`config.mk`:
```
export PLATFORM = sky130hd
export DESIGN_NAME = arcade_input_ctrl
export DESIGN_NICKNAME = d
export VERILOG_FILES = /design/src/rtl/arcade_input_ctrl.sv
export SDC_FILE = /design/constraint.sdc
export NUM_CORES = 1
export LEC_CHECK = 0
export BUFFER_PORTS_ARGS = -buffer_cell sky130_fd_sc_hd__buf_2
export CAP_MARGIN = 20
export CORE_UTILIZATION = 49
export CTS_CLUSTER_DIAMETER = 150
export DETAILED_ROUTE_END_ITERATION = 10
export GPL_TIMING_DRIVEN = 1
export PLACE_DENSITY = 0.79
export SETUP_SLACK_MARGIN = 0.02
export SYNTH_ARGS = -nofsm -noshare
export SYNTH_HDL_FRONTEND = slang
export SYNTH_SLANG_ARGS = --single-unit
```
`constraint.sdc`:
```
create_clock -name clk_sys -period 2.05 [get_ports clk_sys]
set_input_delay 0.3075 -clock clk_sys [delete_from_list [all_inputs] [get_ports clk_sys]]
set_output_delay 0.3075 -clock clk_sys [all_outputs]
set_load 0.03 [all_outputs]
```
`src/rtl/arcade_input_ctrl.sv`:
```
// -----------------------------------------------------------------------------
// arcade_input_ctrl
//   Merges a PS/2 keyboard and two joypads into the active-low input ports of
//   an arcade core. A start press (F1/F2 or pad start) also generates a single
//   coin pulse of fixed width, followed by a mandatory low gap.
//
// Ports
//   clk_sys     system clock, rising edge
//   reset_n     asynchronous active-low reset
//   ps2_key     [10] event toggle, [9] pressed, [8:0] scancode (bit 8 = E0)
//   joystick_0  player 1 pad: [0]R [1]L [2]D [3]U [4]fire [5]start1 [6]start2
//   joystick_1  player 2 pad, same layout, ORed with player 1
//   rotate      1 = rotated cabinet, directions remapped
//   in0         ~{2'b00, coin, fire, down, right, left, up}   (registered)
//   in1         ~{1'b0, start2, start1, 5'b00000}             (registered)
//   coin_busy   coin FSM not IDLE                              (registered)
// -----------------------------------------------------------------------------
module arcade_input_ctrl #(
   parameter logic [23:0] COIN_HIGH_CYC = 24'd2_400_000,
   parameter logic [23:0] COIN_GAP_CYC  = 24'd2_400_000
) (
   input  logic        clk_sys,
   input  logic        reset_n,
   input  logic [10:0] ps2_key,
   input  logic [15:0] joystick_0,
   input  logic [15:0] joystick_1,
   input  logic        rotate,
   output logic [7:0]  in0,
   output logic [7:0]  in1,
   output logic        coin_busy
);

   // key latch bit positions
   localparam int K_UP = 0, K_DN = 1, K_LT = 2, K_RT = 3;
   localparam int K_SP = 4, K_CT = 5, K_F1 = 6, K_F2 = 7;

   typedef enum logic [1:0] {IDLE = 2'd0, PULSE = 2'd1, GAP = 2'd2} coin_st_e;

   logic        primed_q, primed_d;
   logic        tgl_q, tgl_d;
   logic [7:0]  keys_q, keys_d;
   logic        start_prev_q, start_prev_d;
   coin_st_e    state_q, state_d;
   logic [23:0] cnt_q, cnt_d;
   logic [7:0]  in0_q, in0_d;
   logic [7:0]  in1_q, in1_d;
   logic        busy_q, busy_d;

   logic [15:0] joy;
   logic        fire, start1, start2, start_any, start_rise, coin;
   logic        up, down, left, right;
   logic        unused_joy;

   assign joy        = joystick_0 | joystick_1;
   assign unused_joy = ^joy[15:7];

   // ---------------------------------------------------------------- keyboard
   // The first cycle out of reset only captures the toggle, so a toggle that
   // happens to sit at 1 when reset releases is not taken as a key event.
   always_comb begin
      primed_d = 1'b1;
      tgl_d    = ps2_key[10];
      keys_d   = keys_q;
      if (primed_q && (ps2_key[10] != tgl_q)) begin
         if      (ps2_key[7:0] == 8'h75)  keys_d[K_UP] = ps2_key[9];
         else if (ps2_key[7:0] == 8'h72)  keys_d[K_DN] = ps2_key[9];
         else if (ps2_key[7:0] == 8'h6B)  keys_d[K_LT] = ps2_key[9];
         else if (ps2_key[7:0] == 8'h74)  keys_d[K_RT] = ps2_key[9];
         else if (ps2_key[8:0] == 9'h029) keys_d[K_SP] = ps2_key[9];
         else if (ps2_key[8:0] == 9'h014) keys_d[K_CT] = ps2_key[9];
         else if (ps2_key[8:0] == 9'h005) keys_d[K_F1] = ps2_key[9];
         else if (ps2_key[8:0] == 9'h006) keys_d[K_F2] = ps2_key[9];
      end
   end

   // ---------------------------------------------------------------- merge
   always_comb begin
      fire   = keys_q[K_SP] | keys_q[K_CT] | joy[4];
      start1 = keys_q[K_F1] | joy[5];
      start2 = keys_q[K_F2] | joy[6];
      if (rotate) begin
         up    = keys_q[K_LT] | joy[1];
         down  = keys_q[K_RT] | joy[0];
         left  = keys_q[K_DN] | joy[2];
         right = keys_q[K_UP] | joy[3];
      end else begin
         up    = keys_q[K_UP] | joy[3];
         down  = keys_q[K_DN] | joy[2];
         left  = keys_q[K_LT] | joy[1];
         right = keys_q[K_RT] | joy[0];
      end
   end

   // Edge detection is also suppressed in the priming cycle: start_prev then
   // loads the live start level, so a start held through reset never fires.
   assign start_any    = start1 | start2;
   assign start_rise   = primed_q & start_any & ~start_prev_q;
   assign start_prev_d = start_any;

   // ---------------------------------------------------------------- coin FSM
   always_ff @(posedge clk_sys or negedge reset_n) begin
      if (!reset_n) begin
         state_q <= IDLE;
         cnt_q   <= 24'd0;
      end else begin
         state_q <= state_d;
         cnt_q   <= cnt_d;
      end
   end

   // Edges arriving outside IDLE are dropped, never queued.
   always_comb begin
      state_d = state_q;
      cnt_d   = cnt_q;
      case (state_q)
         IDLE: begin
            if (start_rise) begin
               state_d = PULSE;
               cnt_d   = COIN_HIGH_CYC - 24'd1;
            end
         end
         PULSE: begin
            if (cnt_q == 24'd0) begin
               state_d = GAP;
               cnt_d   = COIN_GAP_CYC - 24'd1;
            end else begin
               cnt_d   = cnt_q - 24'd1;
            end
         end
         GAP: begin
            if (cnt_q == 24'd0) state_d = IDLE;
            else                cnt_d   = cnt_q - 24'd1;
         end
         default: begin
            state_d = IDLE;
            cnt_d   = 24'd0;
         end
      endcase
   end

   always_comb begin
      coin = (state_q == PULSE);
   end

   // ---------------------------------------------------------------- outputs
   // coin_busy is taken from the next state so the flop tracks the FSM
   // register exactly; coin in in0 follows one cycle later by design.
   always_comb begin
      in0_d  = ~{2'b00, coin, fire, down, right, left, up};
      in1_d  = ~{1'b0, start2, start1, 5'b00000};
      busy_d = (state_d != IDLE);
   end

   always_ff @(posedge clk_sys or negedge reset_n) begin
      if (!reset_n) begin
         primed_q     <= 1'b0;
         tgl_q        <= 1'b0;
         keys_q       <= 8'h00;
         start_prev_q <= 1'b0;
         in0_q        <= 8'hFF;
         in1_q        <= 8'hFF;
         busy_q       <= 1'b0;
      end else begin
         primed_q     <= primed_d;
         tgl_q        <= tgl_d;
         keys_q       <= keys_d;
         start_prev_q <= start_prev_d;
         in0_q        <= in0_d;
         in1_q        <= in1_d;
         busy_q       <= busy_d;
      end
   end

   assign in0       = in0_q;
   assign in1       = in1_q;
   assign coin_busy = busy_q;

endmodule

```
==> impl_metrics.tcl, run 1 <==
set metrics [dict create \
    hold_violations 0 \
    finalCritPeriodShare 1.106 \
    tightest_slew_ns 0.6377 \
    grt_pass1_vias 2836 \
    rows 27 \
    failed_checks "setup timing" \
    crit_end "cnt_q[18]" \
    regToRegStartpoint "cnt_q[1]" \
    seq_area_frac_synth 0.4156 \
    wl_per_cell_um 20.32 \
    area_growth_pct 48.63 \
    start_kind "flip-flop" \
    place_congestion 0.9653 \
    start_util 0.5074 \
    worstPathRequired_ns 2.26 \
    async_reset_ff_frac 1.000 \
    drtPass1Iterations 5 \
    syn_avg_cell_area_um2 9.536 \
    track_usage 0.3035 \
    antenna_found_initial 0 \
    synthDistinctLibCells 60 \
    path_cells "inv_2 -> ha_4 -> or3b_4 -> nor4_4 -> buf_4 -> and3_4 -> a21oi_2 -> o221a_2" \
    path_max_fanout 3 \
    max_slew_margin 0.5738 \
    place_ws_ns -0.1783 \
    setup_viol 24 \
    antenna_left 0 \
    final_common_cell "buf_4" \
    setup_slack_ns -0.2171 \
    crit_type "reg2reg" \
    grt-ovfl-total 0 \
    final_cell_count_no_fill 478 \
    htree_levels 2 \
    maxCapViolCount 0 \
    top_layer_used "met4" \
    syn_inst 293 \
    netlist_area_mm2 0.002794 \
    max_stage_delay_ns 0.42 \
    cts_buffers 5 \
    coreArea_mm2 0.005507 \
    grt_setup_unrepaired "yes" \
    dr_total_vias 3046 \
    hold_class "in2reg" \
    grt_max_degree 28 \
    port_buffers 36 \
    die_w_um 77.51 \
    ys_dominant_reg_cell "dfrtp_1" \
    timing.rr.end "cnt_q[18]" \
    setup.worst_path.start "cnt_q[1]" \
    post-route-util 0.7541 \
    critPathCaptureType "flip-flop" \
    dr_wl_met3_um 861 \
    ios 63 \
    dp.cells 454 \
    cts_buffer_depth 2 \
    arrival_ns 2.47 \
    dpl.hpwl_um 5934 \
    dieArea_mm2 0.006008 \
    slowest_stage "dfrtp_1" \
    reg2reg_depth 8 \
    cts_tree "built" \
    final_cell_mix "buf_4, dfrtp_1, buf_2" \
    yosysWarnings 0 \
    first_iter_violations 392 \
    ff2ff_setup_slack_ns -0.22 \
    dieHeight_um 77.51 \
    p_leak_nw 1.798 \
    clock_latency_ns 0.32 \
    drc 0 \
    power_mw 1.744 \
    finalCriticalPeriod_ns 2.267 \
    layout-drive-gt1-share 0.5320 \
    fmax_mhz 441.1 \
    vdd_drop_max_uv 291.3 \
    nNetsFinal 453 \
    power_density_mw_per_mm2 419.9 \
    fin_skew_ns 0.01022 \
    slew_violations 0 \
    clkTransAtPathRegs_ns 0.09 \
    tns_ns -2.637 \
    synth-seq-cells 46 \
    routed_wl_um 9712 \
    root_buffer "clkbuf_8" \
    viasPerCell 6.372 \
    synth_edf_count 0 \
    cts.sinks 46 \
    grt_pass1_wl_um 14120 \
    wl_met1_um 3659 \
    outcome "finished with violations" \
    wl_met2_um 4834 \
    diodes 0 \
]
==> per-layer routing <==
layer | GRT usage | vias up
met5 | 0 | -
met4 | 0.1132 | 0
met3 | 0.04941 | 45
met2 | 0.5274 | 198
met1 | 0.3771 | 1468
li1 | - | 1335
==> timing repair <==
| item | CTS | global route |
|---|---|---|
| hold buffers | 1 | 0 |
| gates cloned | 2 | 0 |
| pin swaps | 15 | 32 |
| setup buffers | 6 | 9 |
| resized for setup | 30 | 53 |
| endpoints found under the hold margin | 19 | 0 |
| endpoints found under the setup margin | 27 | 26 |
==> how the worst min path moves through the flow <==
stage,startpoint,endpoint,slack (ns),cells past startpoint
5_1_grt,joystick_0[4],in0[4],0.1,2
3_5_place_dp,reset_n,coin_busy,0.30,1
2_1_floorplan,reset_n,cnt_q[0],0.01,0
3_3_place_gp,reset_n,coin_busy,0.29,1
6_report,joystick_0[4],in0[4],0.10,2
4_1_cts,joystick_0[4],in0[4],0.10,2
==> kinds of logic after synthesis <==
| family | Yosys count | share of synthesized area |
|---|---|---|
| XOR/XNOR | 4 | 0.01254 |
| buffers and inverters | 31 | 0.05822 |
| other | 1 | 0.001342 |
| AND/OR/NAND/NOR | 122 | 0.2727 |
| adder cells (fa/ha/maj) | 2 | 0.008955 |
| flip-flops | 46 | 0.4156 |
| AO/OA/AOI/OAI | 74 | 0.1787 |
| multiplexers | 13 | 0.05195 |
==> cells in the mapped netlist, types with 3 or more instances <==
| library cell | instances | share of area |
|---|---|---|
| dfrtp_1 | 38 | 0.34 |
| a21oi_1 | 22 | 0.039 |
| nand2_1 | 18 | 0.024 |
| nor3_1 | 18 | 0.032 |
| nor2_1 | 16 | 0.021 |
| mux2_2 | 12 | 0.048 |
| clkbuf_1 | 11 | 0.015 |
| nand3_1 | 10 | 0.018 |
| nor4_1 | 10 | 0.022 |
| or4_1 | 10 | 0.027 |
| buf_4 | 8 | 0.021 |
| dfstp_2 | 8 | 0.075 |
| inv_1 | 8 | 0.011 |
| o31ai_1 | 8 | 0.021 |
| o21ai_0 | 7 | 0.013 |
| nand2b_1 | 6 | 0.013 |
| a31oi_1 | 5 | 0.011 |
| nand4_1 | 5 | 0.011 |
| a211oi_1 | 4 | 0.011 |
| and3_1 | 4 | 0.0090 |
| a22o_1 | 3 | 0.0094 |
| a311oi_1 | 3 | 0.0094 |
| nor4_4 | 3 | 0.023 |
| o211ai_1 | 3 | 0.0081 |
| o221a_2 | 3 | 0.012 |
| or4_4 | 3 | 0.012 |
==> through the flow <==
stage,hold slack (ns),area [um^2]
final,0.1015,4153
after global routing,0.09813,4153
after CTS,0.1008,3866
after detailed placement,0.3010,3551
after global placement,0.2932,3551
after floorplan,0.01191,2868
==> power breakdown <==
group	switching [mW]	leakage (nW)	internal, mW
registers	0.0102	0.551	0.932
logic	0.129	1.20	0.0886
clock network	0.344	0.0441	0.240
==> state kept, by name, summed over array words and instances (netlist names) <==
name,cells
primed_q,1
start_prev_q,1
in0,6
coin_busy,1
keys_q,8
state_q,2
tgl_q,1
in1,2
cnt_q,24
==> critical path: cells and delay by family, from the launching register on <==
kind	cells	cell delay, ns
buffers and inverters	2	0.29
AOI/OAI and AO/OA	2	0.32
adders and majority gates	1	0.15
and+or+nand+nor	3	0.98
DFF	1	0.42
==> area by class of cell <==
type | instances | area, um^2
Multi-Input combinational cell | 225 | 1879
Inverter | 8 | 30.03
Timing Repair Buffer | 119 | 902.1
Sequential cell | 46 | 1161
Tap cell | 72 | 90.09
Clock buffer | 5 | 68.82
Fill cell | 350 | 1354
Clock inverter | 3 | 21.27
Note: power is estimated with default switching activity, not from simulation.
==> inputs of run 2 (changes only) <==
--- a/config.mk
+++ b/config.mk
@@ -12,7 +12,6 @@
 export DETAILED_ROUTE_END_ITERATION = 10
 export GPL_TIMING_DRIVEN = 1
 export PLACE_DENSITY = 0.79
-export SETUP_SLACK_MARGIN = 0.02
 export SYNTH_ARGS = -nofsm -noshare
 export SYNTH_HDL_FRONTEND = slang
 export SYNTH_SLANG_ARGS = --single-unit
==> impl_metrics.tcl, run 2 (synthesis gave the netlist of run 1 again) <==
set metrics [dict create \
    outcome "finished with violations" \
    failed_checks "setup timing" \
    start_util 0.5074 \
    cts_buffers 5 \
    fin_skew_ns 0.01094 \
    hp-start "joystick_0[4]" \
    setup_slack_ns -0.2283 \
    ios 63 \
    power.share.sequential 0.545 \
    switching_share 0.2691 \
    clkPwrFrac 0.337 \
    area_growth_pct 37.93 \
    power_density_mw_per_mm2 448.4 \
    dr_total_vias 2966 \
    antenna_found_initial 0 \
    grt-ovfl-total 0 \
    arrival_ns 2.49 \
    wl_per_cell_um 17.77 \
    p_comb_frac 0.118 \
    viasPerCell 6.311 \
    port_buffers 36 \
    antenna_left 0 \
    tightest_slew_ns 0.5292 \
    regArea_mm2 0.001161 \
    p_leak_nw 1.702 \
    final_cell_mix "buf_4, dfrtp_1, buf_2, a21oi_1" \
    drtPass1Iterations 5 \
    maxCapViolCount 0 \
    max_slew_margin 0.6463 \
    cts_tree "built" \
    vdd_drop_max_uv 308.2 \
    rows 27 \
    finalCriticalPeriod_ns 2.278 \
    track_usage 0.2751 \
    net-switching-power_mw 0.4650 \
    clock_latency_ns 0.31 \
    whs_ns 0.09398 \
    grt_max_degree 28 \
    coreArea_mm2 0.005507 \
    dpl.hpwl_um 5707 \
    multiInputGateArea_mm2 0.001680 \
    diodes 0 \
    first_iter_violations 289 \
    setup.worst_path.start "cnt_q[19]" \
    start_kind "flip-flop" \
    nNetsFinal 445 \
    largest_register "cnt_q" \
    layout-drive-gt1-share 0.4623 \
    hold_violations 0 \
    place_ws_ns -0.1323 \
    regToRegStartpoint "cnt_q[19]" \
    dieHeight_um 77.51 \
    worstPathRequired_ns 2.26 \
    dieArea_mm2 0.006008 \
    cts.sinks 46 \
    htree_levels 2 \
    clkTransAtPathRegs_ns 0.10 \
    intPower_mw 1.263 \
    hold_class "in2reg" \
    post_dp_cell_area_mm2 0.003536 \
    grt_pass1_wl_um 12930 \
    setup_viol 26 \
    place_congestion 0.9641 \
    root_buffer "clkbuf_8" \
    drc 0 \
    path_max_fanout 7 \
    routed_wl_um 8353 \
    nFillCells 397 \
    critPathCaptureType "flip-flop" \
    largest_register_ffs 24 \
    fmax_mhz 438.9 \
    power_mw 1.728 \
    grt_setup_unrepaired "yes" \
    die_w_um 77.51 \
    fin_area_mm2 0.003854 \
    cts_buffer_depth 2 \
    finalCritPeriodShare 1.111 \
    slew_violations 0 \
    grt_pass1_vias 2830 \
    crit_type "reg2reg" \
    final_common_cell "buf_4" \
]
==> run 2: final timing paths <==
check                            end  slack [ns]  cells after the start
max                        cnt_q[21]       -0.23                      6
min                           in0[4]        0.09                      2
max reg2reg                cnt_q[21]       -0.23                      6
min reg2reg                   in0[4]        0.40                      1
max in group asynchronous     in1[5]        0.98                      3
min in group asynchronous  cnt_q[18]        0.49                      2
==> run 2: routing by layer <==
layer | wire length (um) | GRT usage
met1 | 3236 | 0.3172
met2 | 4080 | 0.4832
met3 | 683 | 0.05647
met4 | 353 | 0.1340
met5 | 0 | 0
==> run 2: per-stage QoR <==
step / TNS, ns / std cells / utilization
2_1_floorplan: -1.043 / 301 / -
3_3_place_gp: -1.760 / 452 / 0.6421
3_5_place_dp: -2.204 / 452 / 0.6421
4_1_cts: -2.412 / 465 / 0.6789
5_1_grt: -4.391 / 470 / 0.6998
6_report: -2.905 / 470 / 0.6998
==> run 2: repair_timing <==
action                                  CTS  global route
endpoints found under the hold margin    18             0
endpoints found under the setup margin   27            28
pin swaps                                 3             9
resized for setup                        15            16
hold buffers                              1             0
buffers inserted                          4             5
==> run 2: power by group through the flow <==
stage / combinational (mW) / clock (mW) / sequential (mW)
after floorplan: 0.0832 / 0 / 0.978
after global placement: 0.181 / 0 / 0.957
after detailed placement: 0.186 / 0 / 0.959
after CTS: 0.198 / 0.590 / 0.941
after global routing: 0.221 / 0.624 / 0.944
final: 0.205 / 0.581 / 0.942
==> run 2: area by class of cell <==
cell class                 count  share of cell area
clock buffer                   5             0.01786
clock inverter                 3            0.006493
inverter                       8            0.007792
multi-input combinational    224              0.4360
sequential                    46              0.3013
tap                           72             0.02338
timing repair buffer         112              0.2071
==> run 2: critical path: stages, from the launching register on <==
cell and delay [ns]:
dfrtp_1 0.39, or4_4 0.54, or4_4 0.50, buf_4 0.18, o211ai_1 0.19, a21oi_1 0.11, o221a_2 0.28
